**src/rtl/ibex_scr_key_mgr.sv**
```systemverilog
// rtl/ibex_scr_key_mgr.sv - multi-client scrambling key request manager
// Coalesces per-client invalidates into one req/ack exchange with the key source.
module ibex_scr_key_mgr #(
  parameter int unsigned       NumClients    = 2,
  parameter int unsigned       KeyW          = 128,
  parameter int unsigned       NonceW        = 64,
  parameter int unsigned       TimeoutCycles = 64,
  parameter logic [KeyW-1:0]   RstKey        = {32{4'hD}},
  parameter logic [NonceW-1:0] RstNonce      = 64'hBBBBEEEEEEEEFFFF
) (
  input  logic                         clk_i,
  input  logic                         rst_ni,
  input  logic [NumClients-1:0]        inval_req_i,
  output logic [NumClients-1:0]        key_valid_o,
  output logic [NumClients*KeyW-1:0]   key_o,
  output logic [NumClients*NonceW-1:0] nonce_o,
  output logic                         scr_req_o,
  input  logic                         scr_ack_i,
  input  logic [KeyW-1:0]              scr_key_i,
  input  logic [NonceW-1:0]            scr_nonce_i,
  output logic                         busy_o,
  output logic                         timeout_err_o
);

  localparam int unsigned CntW = (TimeoutCycles > 0) ? $clog2(TimeoutCycles + 1) : 1;
  localparam logic [CntW-1:0] CntLast = (TimeoutCycles > 0) ? CntW'(TimeoutCycles - 1) : '0;

  typedef enum logic {IDLE, REQ} state_e;

  state_e                       state_q, state_d;
  logic [NumClients-1:0]        pending_q, pending_d;
  logic [NumClients-1:0]        valid_q, valid_d;
  logic [NumClients*KeyW-1:0]   key_q, key_d;
  logic [NumClients*NonceW-1:0] nonce_q, nonce_d;
  logic [CntW-1:0]              cnt_q, cnt_d;
  logic                         req_q, busy_q, terr_q, terr_d;
  logic [NumClients-1:0]        want;
  logic                         timeout;

  always_comb begin
    state_d   = state_q;
    pending_d = pending_q | inval_req_i;
    valid_d   = valid_q & ~inval_req_i;
    key_d     = key_q;
    nonce_d   = nonce_q;
    cnt_d     = cnt_q;
    terr_d    = terr_q;
    want      = pending_q | inval_req_i;
    timeout   = (TimeoutCycles != 0) && (cnt_q == CntLast);
    unique case (state_q)
      IDLE: begin
        if (want != '0) begin
          state_d = REQ;
          cnt_d   = '0;
        end
      end
      REQ: begin
        // An invalidate arriving with the ack is folded into that same ack.
        if (scr_ack_i) begin
          for (int c = 0; c < NumClients; c++) begin
            if (want[c]) begin
              key_d[c*KeyW +: KeyW]       = scr_key_i;
              nonce_d[c*NonceW +: NonceW] = scr_nonce_i;
              valid_d[c]                  = 1'b1;
            end
          end
          pending_d = '0;
          terr_d    = 1'b0;
          state_d   = IDLE;
        end else if (timeout) begin
          terr_d  = 1'b1;
          state_d = IDLE;
        end else begin
          cnt_d = cnt_q + 1'b1;
        end
      end
      default: state_d = IDLE;
    endcase
  end

  always_ff @(posedge clk_i) begin
    if (!rst_ni) begin
      state_q   <= IDLE;
      pending_q <= '0;
      valid_q   <= '1;
      key_q     <= {NumClients{RstKey}};
      nonce_q   <= {NumClients{RstNonce}};
      cnt_q     <= '0;
      req_q     <= 1'b0;
      busy_q    <= 1'b0;
      terr_q    <= 1'b0;
    end else begin
      state_q   <= state_d;
      pending_q <= pending_d;
      valid_q   <= valid_d;
      key_q     <= key_d;
      nonce_q   <= nonce_d;
      cnt_q     <= cnt_d;
      req_q     <= (state_d == REQ);
      busy_q    <= (state_d == REQ) | (|pending_d);
      terr_q    <= terr_d;
    end
  end

  assign key_valid_o   = valid_q;
  assign key_o         = key_q;
  assign nonce_o       = nonce_q;
  assign scr_req_o     = req_q;
  assign busy_o        = busy_q;
  assign timeout_err_o = terr_q;

endmodule

```
**config.mk**
```make
export PLATFORM = sky130hd
export DESIGN_NAME = ibex_scr_key_mgr
export DESIGN_NICKNAME = d
export VERILOG_FILES = /design/src/rtl/ibex_scr_key_mgr.sv
export SDC_FILE = /design/constraint.sdc
export NUM_CORES = 1
export LEC_CHECK = 0
export BUFFER_PORTS_ARGS = -buffer_cell sky130_fd_sc_hd__buf_2
export CORE_AREA = 5 5 224 226
export CTS_BUF_LIST = sky130_fd_sc_hd__clkbuf_8 sky130_fd_sc_hd__clkbuf_16
export CTS_CLUSTER_SIZE = 8
export DETAILED_ROUTE_END_ITERATION = 12
export DIE_AREA = 0 0 229 231
export HOLD_SLACK_MARGIN = 0.06
export PLACE_DENSITY = 0.65
export RECOVER_POWER = 25
export SLEW_MARGIN = 0
export SYNTH_ARGS = -nofsm -noshare
export SYNTH_HDL_FRONTEND = slang
export SYNTH_SLANG_ARGS = --single-unit
```
**constraint.sdc**
```tcl
create_clock -name clk_i -period 3.6 [get_ports clk_i]
set_input_delay 0.72 -clock clk_i [delete_from_list [all_inputs] [get_ports clk_i]]
set_output_delay 0.72 -clock clk_i [all_outputs]
set_load 0.02 [all_outputs]
```
==> impl_metrics.yaml <==
clock_tree:
  numCtsBuffers: 56
  clk_pin_slew_ns: 0.05
  root_buffer: "clkbuf_16"
  cts-resized-gates: 0
  htreeDepth: 2
  clock_tree.buffer_depth: 3
  clock-sinks: 398
  cts_tree: "built"
  clk_latency_ns: 0.58
  cts_hold_buf: 0
  post-cts-setup-buffers: 0
synthesis:
  syn_avg_cell_area_sq_um: 8.10
  synth-simple-area-share_pct: 32.2
  synthXorXnorAreaFrac_pct: 0
  synth_edf_count: 0
  ys_types: 34
  synth_seq_area_share_pct: 56.6
  synth_flop_cell: "dfxtp_1"
  syn-cell-area_sq_um: 14100
  yosys_warnings: 0
  synth_nets: 1936
  synthMuxAreaShare_pct: 0.284
  async_flop_share_pct: 0
  synthAdderAreaFrac_pct: 0.0889
  synth_compound_area_share_pct: 5.93
  synth_seq_cells: 398
  synth_top_family_by_area: "simple AND/OR/NAND/NOR gates"
  syn_inst: 1738
sta:
  drv_slew: 91
  finClkSkew_ns: 0.0160
  min_period_ns: 2.72
  tns_ns: 0
  tightest_slew_ns: 2.05
  rsz0062_at_grt: "no"
  maxSlewHeadroom_pct: -36.7
  fin_crit_sh_pct: 75.7
  setup_viol: 0
  fmax_mhz: 367
  hold_viol: 0
place:
  dp_hpwl_um: 33000
  numPortBuffers: 585
  place_congestion: 0.857
  placed_area_sq_um: 17400
worst_setup_path:
  crit_family: "buffers and inverters"
  worstPathMaxFanout: 90
  r2r_slack_ns: 0.88
  r2r-start: "scr_req_o$_SDFF_PN0_"
  r2r-end: "key_o[248]$_SDFFE_PN1P_"
  crit_slowest_cell: "clkbuf_2"
  cp_num_buf_inv: 1
  start_kind: "register"
  cp_data_required_time_ns: 4.04
  reg2regPathDepth: 4
  worstPathArrival_ns: 3.16
  slowest_delay_ns: 1.07
  path_class: "reg2reg"
  crit_path_cell_trace: "o211ai_4 > clkbuf_2 > nand2_1 > nand3_1"
  crit_path_end_kind: "register"
routing:
  first_pass_iters: 5
  drtAntennaViolNets: 0
  routed_wl_um: 47600
  wl_per_cell_um: 16.4
  drt_iter0_drc: 895
  num_vias: 13723
  vias_per_cell: 4.74
  route.detailed.drc: 0
min_path:
  hold_path_startpoint: "scr_nonce_i[59]"
  holdPathStages: 3
  whs_endpoint: "nonce_o[123]$_SDFFE_PN1P_"
  hold_class: "in2reg"
die:
  initial_core_util_pct: 29.2
  io_pins: 586
  die-area_sq_um: 52900
  core-area_sq_um: 48100
  num_rows: 81
  die_w_um: 229
  die_h_um: 231
power_and_ir_drop:
  power_density_nw_per_um2: 577
  power.leakage_nw: 8.61
  peakVddDrop_mv: 0.340
  finalPower_w: 0.0107
finish:
  drive_gt1_share_pct: 21.3
  final_cell_mix: "773 x nand2_1, 402 x buf_2, 398 x dfxtp_1"
  fill_cells: 5027
  finalNetCount: 2463
  fin_area_sq_um: 18600
  synthToLayoutAreaGrowth_pct: 32.0
  final_common_cell: "nand2_1"
global_routing:
  antenna_found_initial: 5
  grt_use_total_pct: 16.8
  grt_first_pass_wirelength_um: 73500
  grt_overflow: 0
  grt_max_degree: 112
  grt_pass1_vias: 13252
status:
  violations: "max-capacitance violations, max-slew violations"
  status: "finished with violations"
job:
  cap_violations: 1
how the worst max path moves through the flow:
stage	depth (start not counted)	slack, ns	to	start
6_report	4	0.88	key_o[248]$_SDFFE_PN1P_	scr_req_o$_SDFF_PN0_
5_1_grt	4	0.67	key_o[132]$_SDFFE_PN1P_	scr_req_o$_SDFF_PN0_
4_1_cts	1	1.19	scr_req_o	scr_req_o$_SDFF_PN0_
3_5_place_dp	5	1.23	key_o[101]$_SDFFE_PN0P_	scr_ack_i
3_3_place_gp	5	1.26	key_o[93]$_SDFFE_PN0P_	scr_ack_i
2_1_floorplan	4	1.97	key_o[128]$_SDFFE_PN1P_	rst_ni
final cells by class:
cell class / instances / area [sq um] / area share, %
multi-input combinational: 1206 / 5420 / 29.2
clock buffer: 56 / 1400 / 7.54
clock inverter: 6 / 45.0 / 0.242
inverter: 3 / 11.3 / 0.0606
tap: 622 / 778 / 4.19
timing repair buffer: 600 / 2950 / 15.9
sequential: 398 / 7970 / 42.9
antenna: 3 / 7.51 / 0.0404
flip-flops by register name (all words and copies together) (netlist names):
name / flops
nonce_o: 128
key_valid_o: 2
key_o: 256
busy_o: 1
cnt_q: 7
scr_req_o: 1
pending_q: 2
timeout_err_o: 1
metrics by stage:
stage | setup WS, ns | utilization, % | std cells | hold slack, ns
2_1_floorplan | 1.97 | - | 1738 | 0.436
3_3_place_gp | 1.26 | 36.1 | 2829 | 0.438
3_5_place_dp | 1.23 | 36.1 | 2829 | 0.443
4_1_cts | 1.19 | 39.1 | 2891 | 0.328
5_1_grt | 0.665 | 38.6 | 2894 | 0.346
6_report | 0.875 | 38.6 | 2894 | 0.370
per-layer routing:
metal	up-vias	routed length (um)	global-route usage [%]
met5	-	21	0
met4	4	1450	5.90
met3	98	3920	5.23
met2	504	23100	28.1
met1	6498	19100	20.4
li1	6619	-	-
synthesized netlist by cell type, types with 3 or more instances:
cell type | instances | area, sq um
a21boi_0 | 25 | 188
a21boi_1 | 64 | 480
buf_2 | 57 | 285
buf_4 | 31 | 233
clkbuf_1 | 42 | 158
dfxtp_1 | 398 | 7970
inv_1 | 3 | 11.3
mux2i_1 | 4 | 40.0
nand2_1 | 773 | 2900
nand2b_1 | 4 | 25.0
nand3_1 | 299 | 1500
nor2_1 | 6 | 22.5
o211ai_1 | 5 | 37.5
o21ai_0 | 3 | 15.0
power breakdown:
group          internal (W)  leakage [nW]  switching (W)
Combinational      0.000443          4.63       0.000942
Clock               0.00271         0.716        0.00179
Sequential          0.00468          3.26       0.000143
worst reg2reg max path, delay by kind of cell, from the launching register on:
family	cells	cell delay [ns]
compound gates	1	0.19
buf+inv	1	1.07
simple gates	2	0.61
flops	1	0.74
kinds of logic (layout without fill, tap and decap cells):
logic type | after synthesis | after routing
and+or+nand+nor | 1092 | 1092
buffers and inverters | 134 | 665
adders and majority gates | 1 | 1
muxes | 4 | 4
DFF | 398 | 398
AOI/OAI and AO/OA | 109 | 109
other | 0 | 3
(Power assumes the default switching activity.)
